==> src/rtl/alu_control_pipe.sv <==
// Registered ALU control stage between ID/EX and the ALU: decodes {ALUOp, funct},
// registers the result with stall/flush handling, and tracks the multi-cycle mul/div unit.
module alu_control_pipe #(
  parameter int OP_WIDTH      = 4,
  parameter int MD_CYCLES     = 8,
  parameter int ENABLE_MULDIV = 1
) (
  input  logic                clk,
  input  logic                reset,
  input  logic                valid_in,
  input  logic [2:0]          alu_op_in,
  input  logic [5:0]          funct_in,
  input  logic                stall_in,
  input  logic                flush_in,
  output logic [OP_WIDTH-1:0] alu_operation,
  output logic                jr_sel,
  output logic                valid_out,
  output logic                illegal_out,
  output logic                stall_out,
  output logic                md_busy,
  output logic                md_done
);

  localparam logic [3:0] OP_AND  = 4'b0000;
  localparam logic [3:0] OP_OR   = 4'b0001;
  localparam logic [3:0] OP_NOR  = 4'b0010;
  localparam logic [3:0] OP_ADD  = 4'b0011;
  localparam logic [3:0] OP_SUB  = 4'b0100;
  localparam logic [3:0] OP_LUI  = 4'b0101;
  localparam logic [3:0] OP_SRL  = 4'b0110;
  localparam logic [3:0] OP_SLL  = 4'b0111;
  localparam logic [3:0] OP_JR   = 4'b1000;
  localparam logic [3:0] OP_ILL  = 4'b1001;
  localparam logic [3:0] OP_SLT  = 4'b1010;
  localparam logic [3:0] OP_MULT = 4'b1011;
  localparam logic [3:0] OP_DIV  = 4'b1100;
  localparam logic [3:0] OP_MFHI = 4'b1101;
  localparam logic [3:0] OP_MFLO = 4'b1110;

  localparam logic [OP_WIDTH-1:0] OP_ILL_EXT = OP_WIDTH'(OP_ILL);
  localparam logic [7:0]          MD_LOAD    = 8'(MD_CYCLES);
  localparam logic                MD_EN      = (ENABLE_MULDIV != 0);

  logic [3:0]          dec_code;
  logic [OP_WIDTH-1:0] dec_ext;
  logic                dec_jr;
  logic                md_class;
  logic                md_issue;
  logic                md_load;
  logic                stall_req;

  logic [OP_WIDTH-1:0] op_reg;
  logic                jr_reg;
  logic                valid_reg;
  logic [7:0]          md_count_reg;
  logic                md_done_reg;

  always_comb begin
    dec_code = OP_ILL;
    case (alu_op_in)
      3'b111: begin
        case (funct_in)
          6'b100100: dec_code = OP_AND;
          6'b100101: dec_code = OP_OR;
          6'b100111: dec_code = OP_NOR;
          6'b100000: dec_code = OP_ADD;
          6'b100010: dec_code = OP_SUB;
          6'b000010: dec_code = OP_SRL;
          6'b000000: dec_code = OP_SLL;
          6'b001000: dec_code = OP_JR;
          6'b101010: dec_code = OP_SLT;
          6'b011000: dec_code = MD_EN ? OP_MULT : OP_ILL;
          6'b011010: dec_code = MD_EN ? OP_DIV  : OP_ILL;
          6'b010000: dec_code = MD_EN ? OP_MFHI : OP_ILL;
          6'b010010: dec_code = MD_EN ? OP_MFLO : OP_ILL;
          default:   dec_code = OP_ILL;
        endcase
      end
      3'b110:  dec_code = OP_ADD;
      3'b101:  dec_code = OP_OR;
      3'b001:  dec_code = OP_AND;
      3'b010:  dec_code = OP_ADD;
      3'b011:  dec_code = OP_ADD;
      3'b100:  dec_code = OP_LUI;
      3'b000:  dec_code = OP_SUB;
      default: dec_code = OP_ILL;
    endcase
  end

  // Zero-extend the 4-bit code into the configurable output width.
  genvar gi;
  generate
    for (gi = 0; gi < OP_WIDTH; gi++) begin : g_ext
      if (gi < 4) begin : g_low
        assign dec_ext[gi] = dec_code[gi];
      end else begin : g_high
        assign dec_ext[gi] = 1'b0;
      end
    end
  endgenerate

  assign dec_jr   = (dec_code == OP_JR);
  assign md_class = MD_EN && ((dec_code == OP_MULT) || (dec_code == OP_DIV) ||
                              (dec_code == OP_MFHI) || (dec_code == OP_MFLO));
  assign md_issue = MD_EN && ((dec_code == OP_MULT) || (dec_code == OP_DIV));

  assign md_busy   = (md_count_reg != 8'd0);
  assign stall_req = valid_in & md_class & md_busy & ~flush_in;
  // A load only happens when no stall is pending, so the counter is idle at that point.
  assign md_load   = ~flush_in & ~stall_in & ~stall_req & valid_in & md_issue;

  always_ff @(posedge clk) begin
    if (reset) begin
      valid_reg    <= 1'b0;
      op_reg       <= '0;
      jr_reg       <= 1'b0;
      md_count_reg <= 8'd0;
      md_done_reg  <= 1'b0;
    end else begin
      md_done_reg <= (md_count_reg == 8'd1);

      if (flush_in) begin
        valid_reg <= 1'b0;
        op_reg    <= '0;
        jr_reg    <= 1'b0;
      end else if (!stall_in) begin
        if (stall_req) begin
          valid_reg <= 1'b0;
          op_reg    <= '0;
          jr_reg    <= 1'b0;
        end else begin
          valid_reg <= valid_in;
          op_reg    <= dec_ext;
          jr_reg    <= dec_jr;
        end
      end

      if (md_load) begin
        md_count_reg <= MD_LOAD;
      end else if (md_count_reg != 8'd0) begin
        md_count_reg <= md_count_reg - 8'd1;
      end
    end
  end

  assign alu_operation = op_reg;
  assign jr_sel        = jr_reg;
  assign valid_out     = valid_reg;
  assign illegal_out   = valid_reg & (op_reg == OP_ILL_EXT);
  assign stall_out     = stall_req;
  assign md_done       = md_done_reg;

endmodule

==> config.mk <==
export PLATFORM = sky130hd
export DESIGN_NAME = alu_control_pipe
export DESIGN_NICKNAME = d
export VERILOG_FILES = /design/src/rtl/alu_control_pipe.sv
export SDC_FILE = /design/constraint.sdc
export NUM_CORES = 1
export LEC_CHECK = 0
export ABC_AREA = 1
export BUFFER_PORTS_ARGS = -buffer_cell sky130_fd_sc_hd__buf_2
export CORE_MARGIN = 5
export CORE_UTILIZATION = 30
export CTS_CLUSTER_SIZE = 14
export DETAILED_ROUTE_END_ITERATION = 16
export GPL_TIMING_DRIVEN = 0
export SLEW_MARGIN = 20
export SYNTH_ARGS = -nofsm -noshare
export SYNTH_HDL_FRONTEND = slang
export SYNTH_SLANG_ARGS = --single-unit
==> constraint.sdc <==
create_clock -name clk -period 4.95 [get_ports clk]
set_input_delay 0.99 -clock clk [delete_from_list [all_inputs] [get_ports clk]]
set_output_delay 0.99 -clock clk [all_outputs]
set_load 0.03 [all_outputs]
==> reports/summary.txt, run 1 <==
Net Count, Synth -> 192
Critical Path Sink -> stall_out
CP top delay family -> simple AND/OR/NAND/NOR gates
final setup fails -> 0
crit share post-route -> 0.708
final wirelength -> 2210 um
die width -> 69.7 um
DP Wirelength -> 1780 um
area of the mapped netlist -> 1070 um2
Seq pwr share -> 0.353
Cells after Synth -> 172
clk sinks -> 15
final worst path period need -> 3.50 ns
Die Footprint -> 4860 um2
reg-to-reg endpoint -> md_count_reg[0]$_SDFFE_PP0P_
Pwr per Cell Area -> 367 nW/um2
Fin. Hold Viols -> 0
share of layout cells above drive strength 1 -> 0.207
Placed Instances -> 240
NetSw -> 0.209 mW
Max H-tree Level -> 1
top-level I/O count -> 24
first-pass GRT wire length -> 3910 um
TritonRoute pass-1 iters -> 4
core area -> 3390 um2
worst hold path type -> flop to flop
Critical Path Start -> funct_in[0]
R2R depth -> 11
clock power share -> 0.158
Avg WL per Cell -> 9.05 um
Post-CTS Setup Repair Bufs -> 0
Max Clk Rate -> 0.285 GHz
clock tree buffer depth -> 2
Port Buffer Count -> 22
Placement Rows -> 21
ANT nets after route -> 0
vias in the first global route -> 961
initial antenna violation count -> 0
Fillers -> 385
FF-to-FF Start -> md_count_reg[0]$_SDFFE_PP0P_
Worst Skew -> 0.00808 ns
PnR worst setup slack -> 1.45 ns
most used cell, CP -> nand2_1
combinational group share of total power -> 0.489
RSZ-0062 raised after global routing -> no
diode count -> 0
Largest stage delay, worst path -> 0.24 ns
Max-cap violations -> 0
Synth Register Bits -> 15
Place WS -> 1.46 ns
Syn. warnings -> 0
Netlist cell types -> 23
Net count, final -> 219
drc violations -> 0
RD Place Congestion -> 0.775
Critical path buffers and inverters -> 5
placed inst area -> 1240 um2
Sw Share -> 0.451
P_int -> 0.254 mW
status -> complete, no violations
leakage -> 0.677 nW
via/cell ratio -> 4.36
setup slack, reg-to-reg -> 2.99 ns
kind of critical path -> primary input to output port
Critical Path Fanout Max -> 7
setup_tns -> 0 ns
CTS tree -> yes
Worst EP required -> 3.96 ns
initial drt markers -> 65
Slowest-stage cell, CP -> ha_1
TritonCTS Buffers -> 3
total chip power -> 0.463 mW
Slew HR -> 0.760
Slew Limit Fails -> 0
worst-path cell chain -> buf_2, inv_1, ha_1, nand2_1, nand2_1, nand2_1, nor2_1, nor2_1, nand2_1, nand3_2, inv_2, nand2_1, nand2_1, nand2_2, inv_1, buf_2
initial core utilization -> 0.315
total track usage -> 0.0955
WP data arrival -> 2.51 ns
Clock Tree Root -> clkbuf_4
Resized cells post-CTS -> 0
Final Non-Filler Cells -> 244
element type at the critical path end -> output port
Area growth syn-to-layout -> 18.3%
number of flip-flops under the largest register name -> 8
GR Overflow Total -> 0
CP startpoint kind -> primary input
DR vias -> 1065
post-route cell area -> 1260 um2
Peak VDD IR -> 0.127 mV
syn_area_per_cell -> 6.21 um2
sequential area share after synthesis -> 0.281
Clock Latency Late Sink -> 0.29 ns
pin slew with the least headroom to its limit -> 0.358 ns
Die H -> 69.7 um
CP Depth -> 16
CTS clock-pin slew for the worst setup and hold paths -> 0.09 ns
largest net degree at the start of global routing -> 11
hold buffers post-CTS -> 0
## power by group through the flow
stage / registers, mW / logic [mW] / clock network [mW]
floorplan: 0.169 / 0.172 / 0
global placement: 0.166 / 0.223 / 0
detailed placement: 0.166 / 0.224 / 0
CTS: 0.164 / 0.227 / 0.0753
global route: 0.167 / 0.266 / 0.0807
finish: 0.164 / 0.227 / 0.0733
## how the worst min path moves through the flow
| stage | start | to | slack [ns] | cells after the start |
|---|---|---|---|---|
| floorplan | md_count_reg[6]$_SDFFE_PP0P_ | md_count_reg[6]$_SDFFE_PP0P_ | 0.46 | 2 |
| global placement | jr_sel$_SDFFE_PP0N_ | jr_sel$_SDFFE_PP0N_ | 0.45 | 2 |
| detailed placement | jr_sel$_SDFFE_PP0N_ | jr_sel$_SDFFE_PP0N_ | 0.46 | 2 |
| CTS | jr_sel$_SDFFE_PP0N_ | jr_sel$_SDFFE_PP0N_ | 0.47 | 2 |
| global route | jr_sel$_SDFFE_PP0N_ | jr_sel$_SDFFE_PP0N_ | 0.48 | 2 |
| finish | jr_sel$_SDFFE_PP0N_ | jr_sel$_SDFFE_PP0N_ | 0.47 | 2 |
## tightest hold or removal path: cells and delay by family, from the launching register on
| kind | cells | cell delay (ns) |
|---|---|---|
| AO/OA/AOI/OAI | 1 | 0.05 |
| flip-flops | 1 | 0.32 |
| AND/OR/NAND/NOR | 1 | 0.06 |
## logic make-up (layout without fill, tap and decap cells)
group,Yosys count,count (layout),share of synthesized area
buf+inv,30,56,0.115
flops,15,15,0.281
compound gates,17,17,0.0902
xor+xnor,2,2,0.0164
fa+ha+maj,6,6,0.0703
simple gates,102,102,0.427
## Yosys cell counts (all sizes together)
master,instances,area [um2]
a21oi,10,50.1
a31oi,1,12.5
a32oi,1,8.76
buf,1,3.75
clkbuf,1,13.8
dfxtp,15,300
ha,6,75.1
inv,28,105
nand2,45,181
nand3,13,80.1
nand4,3,18.8
nor2,33,129
nor3,4,20.0
nor4b,1,8.76
o21ai,5,25.0
or2,3,18.8
xor2,2,17.5
## layer usage
| layer | routed length, um | global-route usage | up-vias |
|---|---|---|---|
| li1 | - | - | 587 |
| met1 | 1110 | 0.119 | 452 |
| met2 | 948 | 0.151 | 24 |
| met3 | 124 | 0.0217 | 2 |
| met4 | 27 | 0.0511 | 0 |
| met5 | 0 | 0 | - |
## final cells by class
cell class | count | area, um2 | share of cell area
Clock buffer | 3 | 22.5 | 0.0178
Timing Repair Buffer | 22 | 110 | 0.0871
Multi-Input combinational cell | 127 | 646 | 0.511
Inverter | 28 | 105 | 0.0832
Sequential cell | 15 | 300 | 0.238
Clock inverter | 1 | 5.00 | 0.00396
Tap cell | 46 | 57.6 | 0.0455
Buffer | 2 | 17.5 | 0.0139
## stage by stage
stage	hold slack (ns)	utilization
global route	0.483	0.373
finish	0.467	0.373
global placement	0.453	0.365
floorplan	0.464	-
CTS	0.471	0.373
detailed placement	0.456	0.365
## placed cells by master, fill, tap and decap left out
| cell type | Yosys | final |
|---|---|---|
| nand3_1 | 10 | 10 |
| a32oi_1 | 1 | 1 |
| a31oi_2 | 1 | 1 |
| ha_1 | 6 | 6 |
| nor2_1 | 31 | 31 |
| nand4_1 | 3 | 3 |
| clkinv_2 | 0 | 1 |
| nand2_4 | 1 | 1 |
| nor3_1 | 4 | 4 |
| clkbuf_4 | 0 | 3 |
| buf_2 | 0 | 22 |
| nand2_2 | 2 | 2 |
| clkbuf_8 | 1 | 1 |
| nand3_2 | 3 | 3 |
| or2_2 | 3 | 3 |
| nor2_2 | 2 | 2 |
| nand2_1 | 42 | 42 |
| o21ai_1 | 1 | 1 |
| inv_2 | 2 | 2 |
| xor2_1 | 2 | 2 |
| inv_1 | 26 | 26 |
| dfxtp_1 | 15 | 15 |
| a21oi_1 | 10 | 10 |
| buf_1 | 1 | 1 |
| o21ai_0 | 4 | 4 |
| nor4b_1 | 1 | 1 |
No activity file was read; power rests on OpenSTA's default activity.
==> inputs of run 2 (changes only) <==
- clock period: 4.95 -> 2.8 ns (I/O delays scaled with it)
==> reports/summary.txt, run 2 (synthesis results as in run 1) <==
vias in the first global route -> 961
share of layout cells above drive strength 1 -> 0.212
Worst Skew -> 0.00798 ns
DP Wirelength -> 1780 um
FF-to-FF Start -> md_count_reg[0]$_SDFFE_PP0P_
CTS tree -> yes
clock tree buffer depth -> 2
Max H-tree Level -> 1
Max Clk Rate -> 0.381 GHz
setup slack, reg-to-reg -> 0.85 ns
Fin. Hold Viols -> 0
Clock Latency Late Sink -> 0.29 ns
GR Overflow Total -> 0
Slew HR -> 0.760
RD Place Congestion -> 0.775
Die H -> 69.7 um
ANT nets after route -> 0
TritonCTS Buffers -> 3
Port Buffer Count -> 22
Hold EP -> md_count_reg[3]$_SDFFE_PP0P_
most common cell after layout, fill and taps aside -> nand2_1
Clock Tree Root -> clkbuf_4
Slew Limit Fails -> 0
TritonRoute pass-1 iters -> 4
clk sinks -> 15
final setup fails -> 0
initial core utilization -> 0.315
final worst path period need -> 2.63 ns
number of flip-flops under the largest register name -> 8
Seq pwr share -> 0.353
Worst EP required -> 2.24 ns
largest net degree at the start of global routing -> 11
hold slack final -> 0.463 ns
Peak VDD IR -> 0.224 mV
NetSw -> 0.370 mW
Critical Path Fanout Max -> 7
Hold Startpoint -> reset
DR vias -> 1065
combinational group share of total power -> 0.489
Post-CTS Setup Repair Bufs -> 0
core area -> 3390 um2
total chip power -> 0.820 mW
final wirelength -> 2220 um
RSZ-0062 raised after global routing -> no
WP data arrival -> 2.07 ns
clock power share -> 0.158
Net count, final -> 219
Avg WL per Cell -> 9.11 um
status -> complete, no violations
CTS clock-pin slew for the worst setup and hold paths -> 0.10 ns
die width -> 69.7 um
crit share post-route -> 0.938
setup_tns -> 0 ns
pin slew with the least headroom to its limit -> 0.358 ns
initial antenna violation count -> 0
Sw Share -> 0.451
initial drt markers -> 49
Area growth syn-to-layout -> 18.7%
element type at the critical path end -> output port
total track usage -> 0.0955
Hold Path Stages -> 2
leakage -> 0.675 nW
via/cell ratio -> 4.36
Pwr per Cell Area -> 646 nW/um2
diode count -> 0
worst hold path type -> primary input to flop
Placement Rows -> 21
reg-to-reg endpoint -> md_count_reg[0]$_SDFFE_PP0P_
top-level I/O count -> 24
first-pass GRT wire length -> 3910 um
most frequent cells in the layout -> nand2_1, nor2_1, inv_1
kind of critical path -> flop to output port
CP startpoint kind -> flop
P_int -> 0.450 mW
R2R depth -> 11
Max-cap violations -> 0
Die Footprint -> 4860 um2
drc violations -> 0
## run 2: cell counts in the layout (fill, tap and decap cells not counted)
Identical to the previous run, type by type.
## run 2: what timing repair did
item / in CTS / in global routing
gates resized for setup: 0 / 3
endpoints found under the setup margin: 0 / 1
hold buffers: 0 / 0
## run 2: power groups by stage
stage / clock (mW) / combinational (mW) / sequential, mW
floorplan: 0 / 0.303 / 0.299
global placement: 0 / 0.395 / 0.293
detailed placement: 0 / 0.397 / 0.294
CTS: 0.133 / 0.401 / 0.289
global route: 0.143 / 0.470 / 0.296
finish: 0.130 / 0.401 / 0.289
## run 2: how the worst max path moves through the flow
stage	to	depth (start not counted)	start
global placement	stall_out	16	funct_in[0]
finish	stall_out	10	md_count_reg[0]$_SDFFE_PP0P_
floorplan	stall_out	13	funct_in[0]
global route	stall_out	15	funct_in[0]
detailed placement	stall_out	16	funct_in[0]
CTS	stall_out	10	md_count_reg[0]$_SDFFE_PP0P_
## run 2: critical path, cell delays in order, from the launching register on
cell     delay, ns
dfxtp_1       0.36
inv_1         0.09
ha_1          0.17
inv_1         0.06
nor2_1        0.22
inv_1         0.11
nor2_1        0.32
nor3_1        0.10
nand2_2       0.15
inv_1         0.05
buf_4         0.16
## run 2: area by class of cell
class / count / area, um2
timing repair buffer: 22 / 113
clock inverter: 1 / 5.00
fill: 388 / 2120
buffer: 2 / 17.5
sequential: 15 / 300
clock buffer: 3 / 22.5
inverter: 28 / 105
multi-input combinational: 127 / 648
tap: 46 / 57.6
## run 2: metal layers
metal,up-vias,global-route usage,part of all wire
met4,0,0.0511,0.012
met3,2,0.0217,0.052
met1,456,0.119,0.50
met2,20,0.151,0.43
li1,587,-,-
met5,-,0,0
## run 2: through the flow
stage / instance area (um2) / cells / utilization / worst slack [ns]
6_report: 1270 / 244 / 0.374 / 0.174
5_1_grt: 1270 / 244 / 0.374 / 0.0152
4_1_cts: 1260 / 244 / 0.373 / 0.162
3_5_place_dp: 1240 / 240 / 0.365 / 0.167
3_3_place_gp: 1240 / 240 / 0.365 / 0.173
2_1_floorplan: 1070 / 172 / - / 0.466
